[config.mk]
export PLATFORM = sky130hd
export DESIGN_NAME = fft_stage_agu
export DESIGN_NICKNAME = d
export VERILOG_FILES = /design/src/rtl/fft_stage_agu.sv
export SDC_FILE = /design/constraint.sdc
export NUM_CORES = 1
export LEC_CHECK = 0
export ABC_AREA = 1
export CORE_AREA = 10 10 74 76
export CTS_BUF_LIST = sky130_fd_sc_hd__clkbuf_16
export CTS_CLUSTER_SIZE = 25
export DETAILED_ROUTE_END_ITERATION = 16
export DIE_AREA = 0 0 84 86
export MAX_ROUTING_LAYER = met4
export PLACE_DENSITY = 0.71
export SYNTH_ARGS = -nofsm -noshare
export SYNTH_HDL_FRONTEND = slang
export SYNTH_SLANG_ARGS = --single-unit
[constraint.sdc]
create_clock -name clk -period 3.3 [get_ports clk]
set_input_delay 0.66 -clock clk [delete_from_list [all_inputs] [get_ports clk]]
set_output_delay 0.66 -clock clk [all_outputs]
set_load 0.01 [all_outputs]
[src/rtl/fft_stage_agu.sv]
// Address/twiddle sequencer for an in-place radix-2 DIT FFT over a bit-reversed buffer.
// Issues one butterfly op per accepted handshake and pads every stage with idle gap cycles.
module fft_stage_agu #(
  parameter int LOG2N     = 5,
  parameter int STAGE_GAP = 4,
  parameter int STAGE_W   = $clog2(LOG2N)
) (
  input  logic               clk,
  input  logic               rst_n,
  input  logic               start,
  output logic               busy,
  output logic               done,
  output logic               op_valid,
  input  logic               op_ready,
  output logic [LOG2N-1:0]   addr_a,
  output logic [LOG2N-1:0]   addr_b,
  output logic [LOG2N-2:0]   tw_addr,
  output logic [STAGE_W-1:0] stage,
  output logic               last
);

  localparam int KW = LOG2N - 1;
  localparam int GW = $clog2(STAGE_GAP + 1);
  localparam logic [KW-1:0]      K_LAST   = '1;
  localparam logic [STAGE_W-1:0] S_LAST   = STAGE_W'(LOG2N - 1);
  localparam logic [GW-1:0]      GAP_INIT = GW'(STAGE_GAP);

  typedef enum logic [1:0] {IDLE, RUN, GAP, DONE} state_t;

  state_t             state_q, state_d;
  logic [KW-1:0]      k_q, k_d;
  logic [STAGE_W-1:0] stage_q, stage_d;
  logic [GW-1:0]      gap_q, gap_d;

  logic               busy_q, busy_d;
  logic               done_q, done_d;
  logic               op_valid_q, op_valid_d;
  logic               last_q, last_d;
  logic [LOG2N-1:0]   addr_a_q, addr_a_d;
  logic [LOG2N-1:0]   addr_b_q, addr_b_d;
  logic [KW-1:0]      tw_addr_q, tw_addr_d;

  logic [LOG2N-1:0]   k_ext, half, pos, base;
  logic [STAGE_W-1:0] tw_shift;

  always_comb begin
    state_d = state_q;
    k_d     = k_q;
    stage_d = stage_q;
    gap_d   = gap_q;
    case (state_q)
      IDLE, DONE: begin
        if (start) begin
          state_d = RUN;
          k_d     = '0;
          stage_d = '0;
        end else begin
          state_d = IDLE;
        end
      end
      RUN: begin
        if (op_ready) begin
          if (k_q == K_LAST) begin
            state_d = GAP;
            gap_d   = GAP_INIT;
            k_d     = '0;
          end else begin
            k_d = k_q + 1'b1;
          end
        end
      end
      GAP: begin
        // Gap length counts whole cycles, so leave on the cycle the counter shows 1.
        if (gap_q <= GW'(1)) begin
          gap_d = '0;
          if (stage_q == S_LAST) begin
            state_d = DONE;
            stage_d = '0;
          end else begin
            state_d = RUN;
            stage_d = stage_q + 1'b1;
          end
        end else begin
          gap_d = gap_q - 1'b1;
        end
      end
      default: state_d = IDLE;
    endcase
  end

  // Outputs are precomputed from the next k/stage so they appear registered with the op.
  always_comb begin
    k_ext      = {1'b0, k_d};
    half       = LOG2N'(1) << stage_d;
    pos        = k_ext & (half - 1'b1);
    base       = ((k_ext >> stage_d) << 1) << stage_d;
    tw_shift   = S_LAST - stage_d;
    op_valid_d = (state_d == RUN);
    busy_d     = (state_d == RUN) || (state_d == GAP);
    done_d     = (state_d == DONE);
    addr_a_d   = '0;
    addr_b_d   = '0;
    tw_addr_d  = '0;
    last_d     = 1'b0;
    if (state_d == RUN) begin
      addr_a_d  = base | pos;
      addr_b_d  = (base | pos) + half;
      tw_addr_d = KW'(pos << tw_shift);
      last_d    = (stage_d == S_LAST) && (k_d == K_LAST);
    end
  end

  always_ff @(posedge clk or negedge rst_n) begin
    if (!rst_n) begin
      state_q    <= IDLE;
      k_q        <= '0;
      stage_q    <= '0;
      gap_q      <= '0;
      busy_q     <= 1'b0;
      done_q     <= 1'b0;
      op_valid_q <= 1'b0;
      last_q     <= 1'b0;
      addr_a_q   <= '0;
      addr_b_q   <= '0;
      tw_addr_q  <= '0;
    end else begin
      state_q    <= state_d;
      k_q        <= k_d;
      stage_q    <= stage_d;
      gap_q      <= gap_d;
      busy_q     <= busy_d;
      done_q     <= done_d;
      op_valid_q <= op_valid_d;
      last_q     <= last_d;
      addr_a_q   <= addr_a_d;
      addr_b_q   <= addr_b_d;
      tw_addr_q  <= tw_addr_d;
    end
  end

  assign busy     = busy_q;
  assign done     = done_q;
  assign op_valid = op_valid_q;
  assign last     = last_q;
  assign addr_a   = addr_a_q;
  assign addr_b   = addr_b_q;
  assign tw_addr  = tw_addr_q;
  assign stage    = stage_q;

endmodule

==> results.toml <==
[run_status]
status = "finished, final reports clean"

[yosys]
synth_area_um2 = 1930
synth-seq-cells = 30
ys_seq_area_share_pct = 38.9
avgSynthCellArea_um2 = 8.08
synth_cell_type_count = 31
syn_inst = 239
syn_nets = 262
yosysWarningCount = 0

[power]
p_seq_share_pct = 31.7
p_sw_share_pct = 36.9
leakage_nw = 1.24
internal_power_mw = 0.970
p_comb_share_pct = 40.6
ir_drop_mv = 0.227
p_per_area_nw_per_um2 = 632
clkPwrFrac_pct = 27.8
power.switching_mw = 0.568

[final_layout]
mostFrequentLayoutCell = "nand2_1"
final_cells = 328
n_antenna_cell = 0
drive_gt1_share_pct = 15.5
final_nets = 300
mostFrequentLayoutCells = "nand2_1, inv_1, dfrtp_1"
area_growth_pct = 26.1

[placed_design]
dp_slack_ps = 16.5
io_buffers = 24
dp_cells = 320
gp_congestion = 0.928
place_hpwl_um = 3220

[worst_hold_path]
worstHoldPathType = "reg2reg"

[cts]
clk_pin_slew_worst_paths_ps = 50
root_buffer = "clkbuf_16"
cts_buffers = 5
clockBufferDepth = 2
clock_sinks = 30
cts_hold_buf = 0
clkLatencyLatePin_ps = 270
cts_tree = "yes"
htree_num_levels = 2

[worst_setup_path]
slowest_delay_ps = 450
crit_top_cell = "nand2_1"
crit_path_start_kind = "input port"
worstPathArrival_ps = 3130
crit_path_end_kind = "flop"
cp_cell_sequence = "clkdlybuf4s50_1 -> inv_1 -> nand2_2 -> nand2_1 -> inv_2 -> nand2_1 -> nand2_1 -> nand2_4 -> inv_4 -> nand3_2 -> nand4_1 -> inv_1 -> o21ai_1 -> nand2_1 -> ha_1 -> nand2_1 -> nand2_1 -> a31oi_1 -> nand4_1 -> nand2_1 -> nor2_2"
cp_max_fo = 8
path_class = "in2reg"
cp.required_ps = 3470
slowest_stage = "clkdlybuf4s50_1"

[sta]
min_period_over_period_pct = 89.6
clock-skew-final_ps = 5.72
final_hold_viol_count = 0
setup_tns_ps = 0
setup_ws_ps = 343
slew_viol_final = 0
fin_crit_ps = 2960
setup_viol_count_final = 0
rsz0062_at_grt = "no"
fmax_mhz = 338

[drt]
vias_per_cell = 4.91
first_pass_iters = 4
ant_nets = 0
vias = 1611
post-route-drc-count = 0
routed_wl_um = 4190
drt-initial-drc-count = 84
drt-wirelength-per-cell_um = 12.8

[floorplanning]
initial_core_util_pct = 48.6
die_area_um2 = 7220
top_level_ports = 25
rows = 23
dieHeight_um = 86
die_x_um = 84
core_um2 = 3970

[global_routing]
grt_start_max_net_pins = 31
overflow = 0
grt_pass1_wl_um = 7240
grt_use_total_pct = 12.4
grt_pass1_vias = 1554
grt_antenna_before_repair = 0

[flow_run]
maxCapViolCount = 0
routing by layer:
| layer | vias to the layer above | part of all wire, % | GRT usage, % |
|---|---|---|---|
| met5 | - | 0 | - |
| met4 | 0 | 1.8 | 5.94 |
| met3 | 7 | 3.4 | 3.22 |
| met2 | 25 | 47 | 19.0 |
| met1 | 744 | 48 | 14.8 |
| li1 | 835 | - | - |
path summary, 6_finish.rpt:
check                            from   endpoint  slack (ps)  cells after the start
setup / recovery                start  addr_b[4]         340                     21
hold / removal               gap_q[0]   gap_q[0]         560                      2
setup reg to reg           state_q[0]  addr_b[4]         360                     20
hold reg to reg              gap_q[0]   gap_q[0]         560                      2
max in group asynchronous       rst_n   op_valid        2230                      2
min in group asynchronous       rst_n   gap_q[1]         780                      2
kinds of logic (layout without fill, tap and decap cells):
kind of cell | after synthesis | count (layout) | share of synthesized area, %
AO/OA/AOI/OAI | 29 | 29 | 10.2
XOR/XNOR | 3 | 3 | 1.36
adder cells (fa/ha/maj) | 19 | 19 | 12.7
buffers and inverters | 43 | 82 | 8.81
flip-flops | 30 | 30 | 38.9
other | 1 | 1 | 0.194
AND/OR/NAND/NOR | 114 | 114 | 27.9
registers in the layout, summed over array words and instances, names as in the netlist, 2 cells and up:
name,flops
addr_a,5
addr_b,5
k_q,4
tw_addr,4
gap_q,3
stage,3
state_q,2
critical path, delay by kind of cell:
kind,cells,cell delay [ps]
simple gates,13,1040
buf+inv,5,760
fa+ha+maj,1,340
compound gates,2,320
Yosys cell counts (all sizes together):
master	number	area, µm²
a211oi	2	25.0
a21boi	1	11.3
a21oi	7	46.3
a31oi	3	18.8
buf	1	7.51
clkinv	1	3.75
conb	1	3.75
dfrtp	30	751
fa	1	20.0
ha	18	225
inv	41	159
nand2	61	257
nand3	20	120
nand4	4	25.0
nor2	24	110
nor3	4	20.0
o21ai	15	86.3
o32ai	1	8.76
or2	1	6.26
xnor2	1	8.76
xor2	2	17.5
power by group through the flow:
stage                     clock network [mW]  logic (mW)  registers [mW]
after CTS                              0.439       0.630           0.488
after global placement                     0       0.619           0.492
after global routing                   0.460       0.703           0.499
final                                  0.427       0.624           0.487
after floorplan                            0       0.363           0.509
after detailed placement                   0       0.624           0.493
area by class of cell:
class / count / area [µm²]
fill: 360 / 1540
multi-input combinational: 166 / 1010
sequential: 30 / 751
timing repair buffer: 32 / 300
inverter: 42 / 165
clock buffer: 5 / 125
tap: 50 / 62.6
clock inverter: 3 / 16.3
metrics by stage:
stage	hold slack, ps	cell area (µm²)	util, %	total power, mW
finish	559	2430	61.3	1.54
CTS	567	2430	61.1	1.56
floorplan	364	1930	-	0.872
global route	620	2430	61.3	1.66
global placement	541	2290	57.6	1.11
detailed placement	555	2290	57.6	1.12
timing repair:
item | 4_1_cts | 5_1_grt
setup endpoints to repair | 0 | 1
gates resized for setup | 0 | 2
buffers inserted | 0 | 0
No activity file was read; power rests on OpenSTA's default activity.
